[src/rtl/packet_scheduler.sv]
// packet_scheduler: arms on request, starts on a sync rising edge, gates whole packets to the MAC and stops on packet boundaries.
module packet_scheduler #(
    parameter int CNT_W = 32
) (
    input  logic             clk,
    input  logic             rst_n,
    input  logic             arm,
    input  logic             disarm,
    input  logic [CNT_W-1:0] num_packets,
    input  logic             sync_in,
    output logic             pkt_ce,
    output logic             pkt_rst,
    output logic             pkt_sync,
    input  logic [63:0]      tx_data_in,
    input  logic             tx_valid_in,
    input  logic             tx_eod_in,
    input  logic             tx_afull,
    output logic [63:0]      tx_data,
    output logic             tx_valid,
    output logic             tx_eod,
    output logic [1:0]       state,
    output logic [CNT_W-1:0] packet_count,
    output logic [CNT_W-1:0] dropped_count,
    output logic             done
);
    typedef enum logic [1:0] {IDLE = 2'd0, ARMED = 2'd1, RUN = 2'd2, DONE = 2'd3} state_t;
    state_t st, nxt;
    logic sync_q, in_pkt, pass_q, stop_req;
    logic [CNT_W-1:0] limit, pc_inc;
    logic sop, pass_sop, pass_n, fwd, fwd_eod, in_pkt_n, sync_rise, start, afull_drop, limit_hit;
    assign state = st;
    always_comb begin
        sop        = tx_valid_in & ~in_pkt;
        pass_sop   = (st == RUN) & ~tx_afull & ~stop_req;
        pass_n     = sop ? pass_sop : pass_q;
        fwd        = tx_valid_in & pass_n;
        fwd_eod    = fwd & tx_eod_in;
        in_pkt_n   = sop ? ~tx_eod_in : in_pkt & ~(tx_valid_in & tx_eod_in);
        sync_rise  = sync_in & ~sync_q;
        start      = arm & ~disarm;
        afull_drop = sop & (st == RUN) & ~stop_req & tx_afull;
        pc_inc     = packet_count + 1'b1;
        limit_hit  = fwd_eod & (limit != '0) & (pc_inc == limit);
        nxt        = st;
        unique case (st)
            IDLE:    nxt = start ? ARMED : IDLE;
            ARMED:   nxt = disarm ? IDLE : (sync_rise ? RUN : ARMED);
            // a stop waits only while a forwarded packet is still open after this beat
            RUN:     nxt = limit_hit ? DONE : (((stop_req | disarm) & ~(in_pkt_n & pass_n)) ? IDLE : RUN);
            DONE:    nxt = disarm ? IDLE : (arm ? ARMED : DONE);
            default: nxt = IDLE;
        endcase
    end
    always_ff @(posedge clk or negedge rst_n) begin
        if (!rst_n) begin
            st            <= IDLE;
            sync_q        <= 1'b0;
            in_pkt        <= 1'b0;
            pass_q        <= 1'b0;
            stop_req      <= 1'b0;
            limit         <= '0;
            pkt_ce        <= 1'b0;
            pkt_rst       <= 1'b1;
            pkt_sync      <= 1'b0;
            done          <= 1'b0;
            tx_data       <= '0;
            tx_valid      <= 1'b0;
            tx_eod        <= 1'b0;
            packet_count  <= '0;
            dropped_count <= '0;
        end else begin
            st       <= nxt;
            sync_q   <= sync_in;
            in_pkt   <= in_pkt_n;
            pass_q   <= pass_n;
            stop_req <= (nxt == RUN) & (stop_req | ((st == RUN) & disarm));
            pkt_ce   <= nxt == RUN;
            pkt_rst  <= (nxt == IDLE) | (nxt == DONE);
            done     <= nxt == DONE;
            pkt_sync <= (st == ARMED) & (nxt == RUN);
            tx_valid <= fwd;
            tx_eod   <= fwd_eod;
            tx_data  <= fwd ? tx_data_in : '0;
            if (((st == IDLE) | (st == DONE)) & (nxt == ARMED)) begin
                limit         <= num_packets;
                packet_count  <= '0;
                dropped_count <= '0;
            end else begin
                if (fwd_eod) packet_count <= pc_inc;
                if (afull_drop) dropped_count <= dropped_count + 1'b1;
            end
        end
    end
endmodule

[config.mk]
export PLATFORM = sky130hd
export DESIGN_NAME = packet_scheduler
export DESIGN_NICKNAME = d
export VERILOG_FILES = /design/src/rtl/packet_scheduler.sv
export SDC_FILE = /design/constraint.sdc
export NUM_CORES = 1
export LEC_CHECK = 0
export ABC_CLOCK_PERIOD_IN_PS = 4250
export CAP_MARGIN = 10
export CORE_UTILIZATION = 43
export CTS_CLUSTER_DIAMETER = 30
export DETAILED_ROUTE_END_ITERATION = 8
export GPL_TIMING_DRIVEN = 0
export PLACE_DENSITY_LB_ADDON = 0.3
export SYNTH_ARGS = -nofsm -noshare
export SYNTH_HDL_FRONTEND = slang
export SYNTH_SLANG_ARGS = --single-unit
[constraint.sdc]
create_clock -name clk -period 4.25 [get_ports clk]
set_clock_uncertainty 0.15 [all_clocks]
set_input_delay 0.425 -clock clk [delete_from_list [all_inputs] [get_ports clk]]
set_output_delay 0.425 -clock clk [all_outputs]
set_load 0.02 [all_outputs]
==> impl_metrics.py <==
metrics = {
    "cells_and_area": {
        "drive_gt1_share_pct": 20.32,
        "fin_area_um2": 12210,
        "final_common_cell": "clkdlybuf4s50_1",
        "seqCellArea_um2": 4323,
        "syn_to_final_growth_pct": 53.37,
        "layout_common_cells": "238 x clkdlybuf4s50_1, 157 x dfrtp_1, 69 x and2_1, 48 x xor2_1, 45 x xnor2_1",
        "final_nets": 1151,
        "fill_cells": 1387,
        "antenna_cells": 0,
        "multi_input_area_um2": 3769,
    },
    "status": {
        "status": "completed",
    },
    "critical_path": {
        "start_kind": "flip-flop",
        "crit_path_max_fanout": 8,
        "end_kind": "flip-flop",
        "crit_path_max_incr_delay_ns": 0.50,
        "crit_slowest_cell": "or4b_4",
        "path_cells": "ha_4 > nand4_1 > or4_4 > or4_4 > buf_6 > or4b_4 > nand3_2 > nand4_1 > or3_4 > and2_4 > ha_4 > nor2b_4 > buf_12 > clkbuf_16 > mux2_4",
        "crit_required_ns": 4.41,
        "worstPathArrival_ns": 4.38,
        "crit_type": "reg -> reg",
    },
    "logic_synthesis": {
        "ys_seq_elements": 172,
        "ys.flop_type": "dfrtp_1",
        "synth_cells": 749,
        "syn_area_um2": 7961,
        "synth_area_per_cell_um2": 10.63,
        "async_reset_ff_share_pct": 100.0,
        "ys_seq_area_share_pct": 54.08,
        "yosys.area.top_type_share_pct": 53.75,
        "mappedNetlistNets": 860,
        "synth_edf_count": 0,
        "synth_area_leaders": "dfrtp_1 54%, and2_1 5.4%, xor2_1 5.3%, xnor2_1 5.0%, mux2_2 4.7%",
        "synth_top_area_cell": "dfrtp_1",
        "yosysUniqueCellTypes": 57,
        "yosys_warnings": 0,
    },
    "place": {
        "dpl.hpwl_um": 15970,
        "dpl-instance-area_um2": 10790,
        "port-buffer-count": 239,
        "place.gp.congestion": 0.8762,
    },
    "sta": {
        "setup_violations": 0,
        "rsz0062_at_grt": "true",
        "hold_ws_ns": 0.3146,
        "maxSlewHeadroom_pct": 43.33,
        "finalHoldViolCount": 0,
        "report.final.slew_viol_count": 0,
        "timing.final.crit_period_ns": 4.219,
        "tightest_slew_ns": 0.8422,
        "max_freq_mhz": 237.0,
        "final_min_period_over_clock_period_pct": 99.27,
    },
    "routing": {
        "drt_iter0_markers": 429,
        "ant_nets": 0,
        "first_pass_iters": 5,
        "vias": 6606,
        "viasPerCell": 5.153,
        "drc_errors": 0,
        "routed_wl_um": 22890,
        "wire_per_inst_um": 17.86,
    },
    "grt": {
        "grt_pass1_wl_um": 35890,
        "grt_max_degree": 115,
        "antenna_found_initial": 0,
        "track_usage_pct": 24.25,
        "grt_overflow": 0,
        "grt_pass1_vias": 6620,
    },
    "floorplan": {
        "initial_core_util_pct": 44.17,
        "rows": 49,
        "die_y_um": 138.1,
        "die_area_um2": 19060,
        "io_pins": 240,
        "core_area_um2": 18020,
        "die_w_um": 138.1,
    },
    "clock_network": {
        "htree_levels": 4,
        "clk_latency_ns": 0.43,
        "cts_max_path_buffers": 2,
        "cts_buffers": 17,
        "cts-root-buf": "clkbuf_16",
        "cts_sinks": 172,
        "cts_tree": "built",
        "clkTransAtPathRegs_ns": 0.07,
    },
    "pwr": {
        "power_density_nw_per_um2": 431.1,
        "peakVddDrop_mv": 0.3443,
        "p_leak_nw": 5.114,
    },
    "flow_run": {
        "cap_viol_max_count": 0,
    },
    "worst_hold_path": {
        "hp-class": "in -> reg",
    },
}
## cell type report
cell class	instances	share of cell area (%)
sequential	172	35.40
multi-input combinational	522	30.86
timing repair buffer	280	23.04
clock buffer	19	3.709
buffer	34	2.777
tap	229	2.347
clock inverter	13	1.424
inverter	13	0.4406
## synth_stat cells, drive strengths merged, types with 7 or more instances
master  number
a21oi       12
and2        70
and3        15
buf          9
clkbuf      33
dfrtp      171
ha           7
inv         12
mux2        33
nand2       46
nand3       24
nand4       21
nor2        81
nor3        11
nor4        19
o21ai       15
or3         15
xnor2       45
xor2        48
## timing repair
item | in CTS | in global routing
pin swaps | 28 | 7
endpoints found under the hold margin | 58 | 0
hold buffers | 1 | 0
cloned | 6 | 2
setup endpoints to repair | 96 | 96
buffers inserted | 21 | 10
gates resized for setup | 75 | 48
## report_power, final
group	switching, mW	internal (mW)
Sequential	0.191	1.82
Clock	0.725	0.928
Combinational	0.708	0.892
Total	1.62	3.64
## kinds of logic (layout without fill, tap and decap cells)
kind of cell	Yosys count	in the layout	share of synthesized area, %
and+or+nand+nor	333	333	22.62
DFF	172	172	54.08
xor gates and xnor gates	93	93	10.23
buffers and inverters	55	359	2.703
AOI/OAI and AO/OA	51	51	3.976
muxes	38	38	5.296
adders and majority gates	7	7	1.100
## worst paths after layout
kind | startpoint | depth (start not counted) | slack (ns) | end
min | sync_in | 1 | 0.31 | sync_q$_DFF_PN0_
min reg2reg | pass_q$_DFF_PN0_ | 2 | 0.37 | pass_q$_DFF_PN0_
max in group asynchronous | rst_n | 3 | 2.64 | state[0]$_DFF_PN0_
max | packet_count[0]$_DFFE_PN0P_ | 15 | 0.03 | limit[0]$_DFFE_PN0P_
max reg2reg | packet_count[0]$_DFFE_PN0P_ | 15 | 0.03 | limit[0]$_DFFE_PN0P_
min in group asynchronous | rst_n | 2 | 0.35 | dropped_count[23]$_DFFE_PN0P_
## sequential cells by signal, indices dropped and copies added, names as in the netlist
signal         flops
done               1
dropped_count     32
in_pkt             1
limit             32
packet_count      32
pass_q             1
pkt_ce             1
pkt_rst            1
pkt_sync           1
state              2
stop_req           1
sync_q             1
tx_data           64
tx_eod             1
tx_valid           1
## routing by layer
metal / part of all wire, % / wire length (um) / global-route usage (%) / vias up
met5: 0 / 0 / 0 / -
met4: 1.9 / 427 / 7.808 / 0
met3: 9.2 / 2116 / 9.595 / 31
met2: 49 / 11220 / 39.74 / 259
met1: 40 / 9126 / 29.19 / 3188
li1: - / - / - / 3128
## worst max-delay path: cells and delay by family, from the launching register on
kind                     cells  cell delay [ns]
AND/OR/NAND/NOR              9             2.50
buffers and inverters        3             0.44
flip-flops                   1             0.41
adder cells (fa/ha/maj)      2             0.30
multiplexers                 1             0.29
## per-stage QoR
| stage | total power, mW | util, % | std cells | setup TNS [ns] | setup WS (ns) |
|---|---|---|---|---|---|
| after floorplan | 2.756 | - | 749 | 0 | 0.009094 |
| after global placement | 3.140 | 59.66 | 1217 | -859.53 | -5.146 |
| after detailed placement | 3.169 | 59.84 | 1218 | -86.97 | -1.056 |
| after CTS | 5.205 | 66.46 | 1274 | -2.285 | -0.07437 |
| after global routing | 5.508 | 67.74 | 1282 | -2.904 | -0.07791 |
| final | 5.265 | 67.74 | 1282 | 0 | 0.03083 |
(Power assumes the default switching activity.)
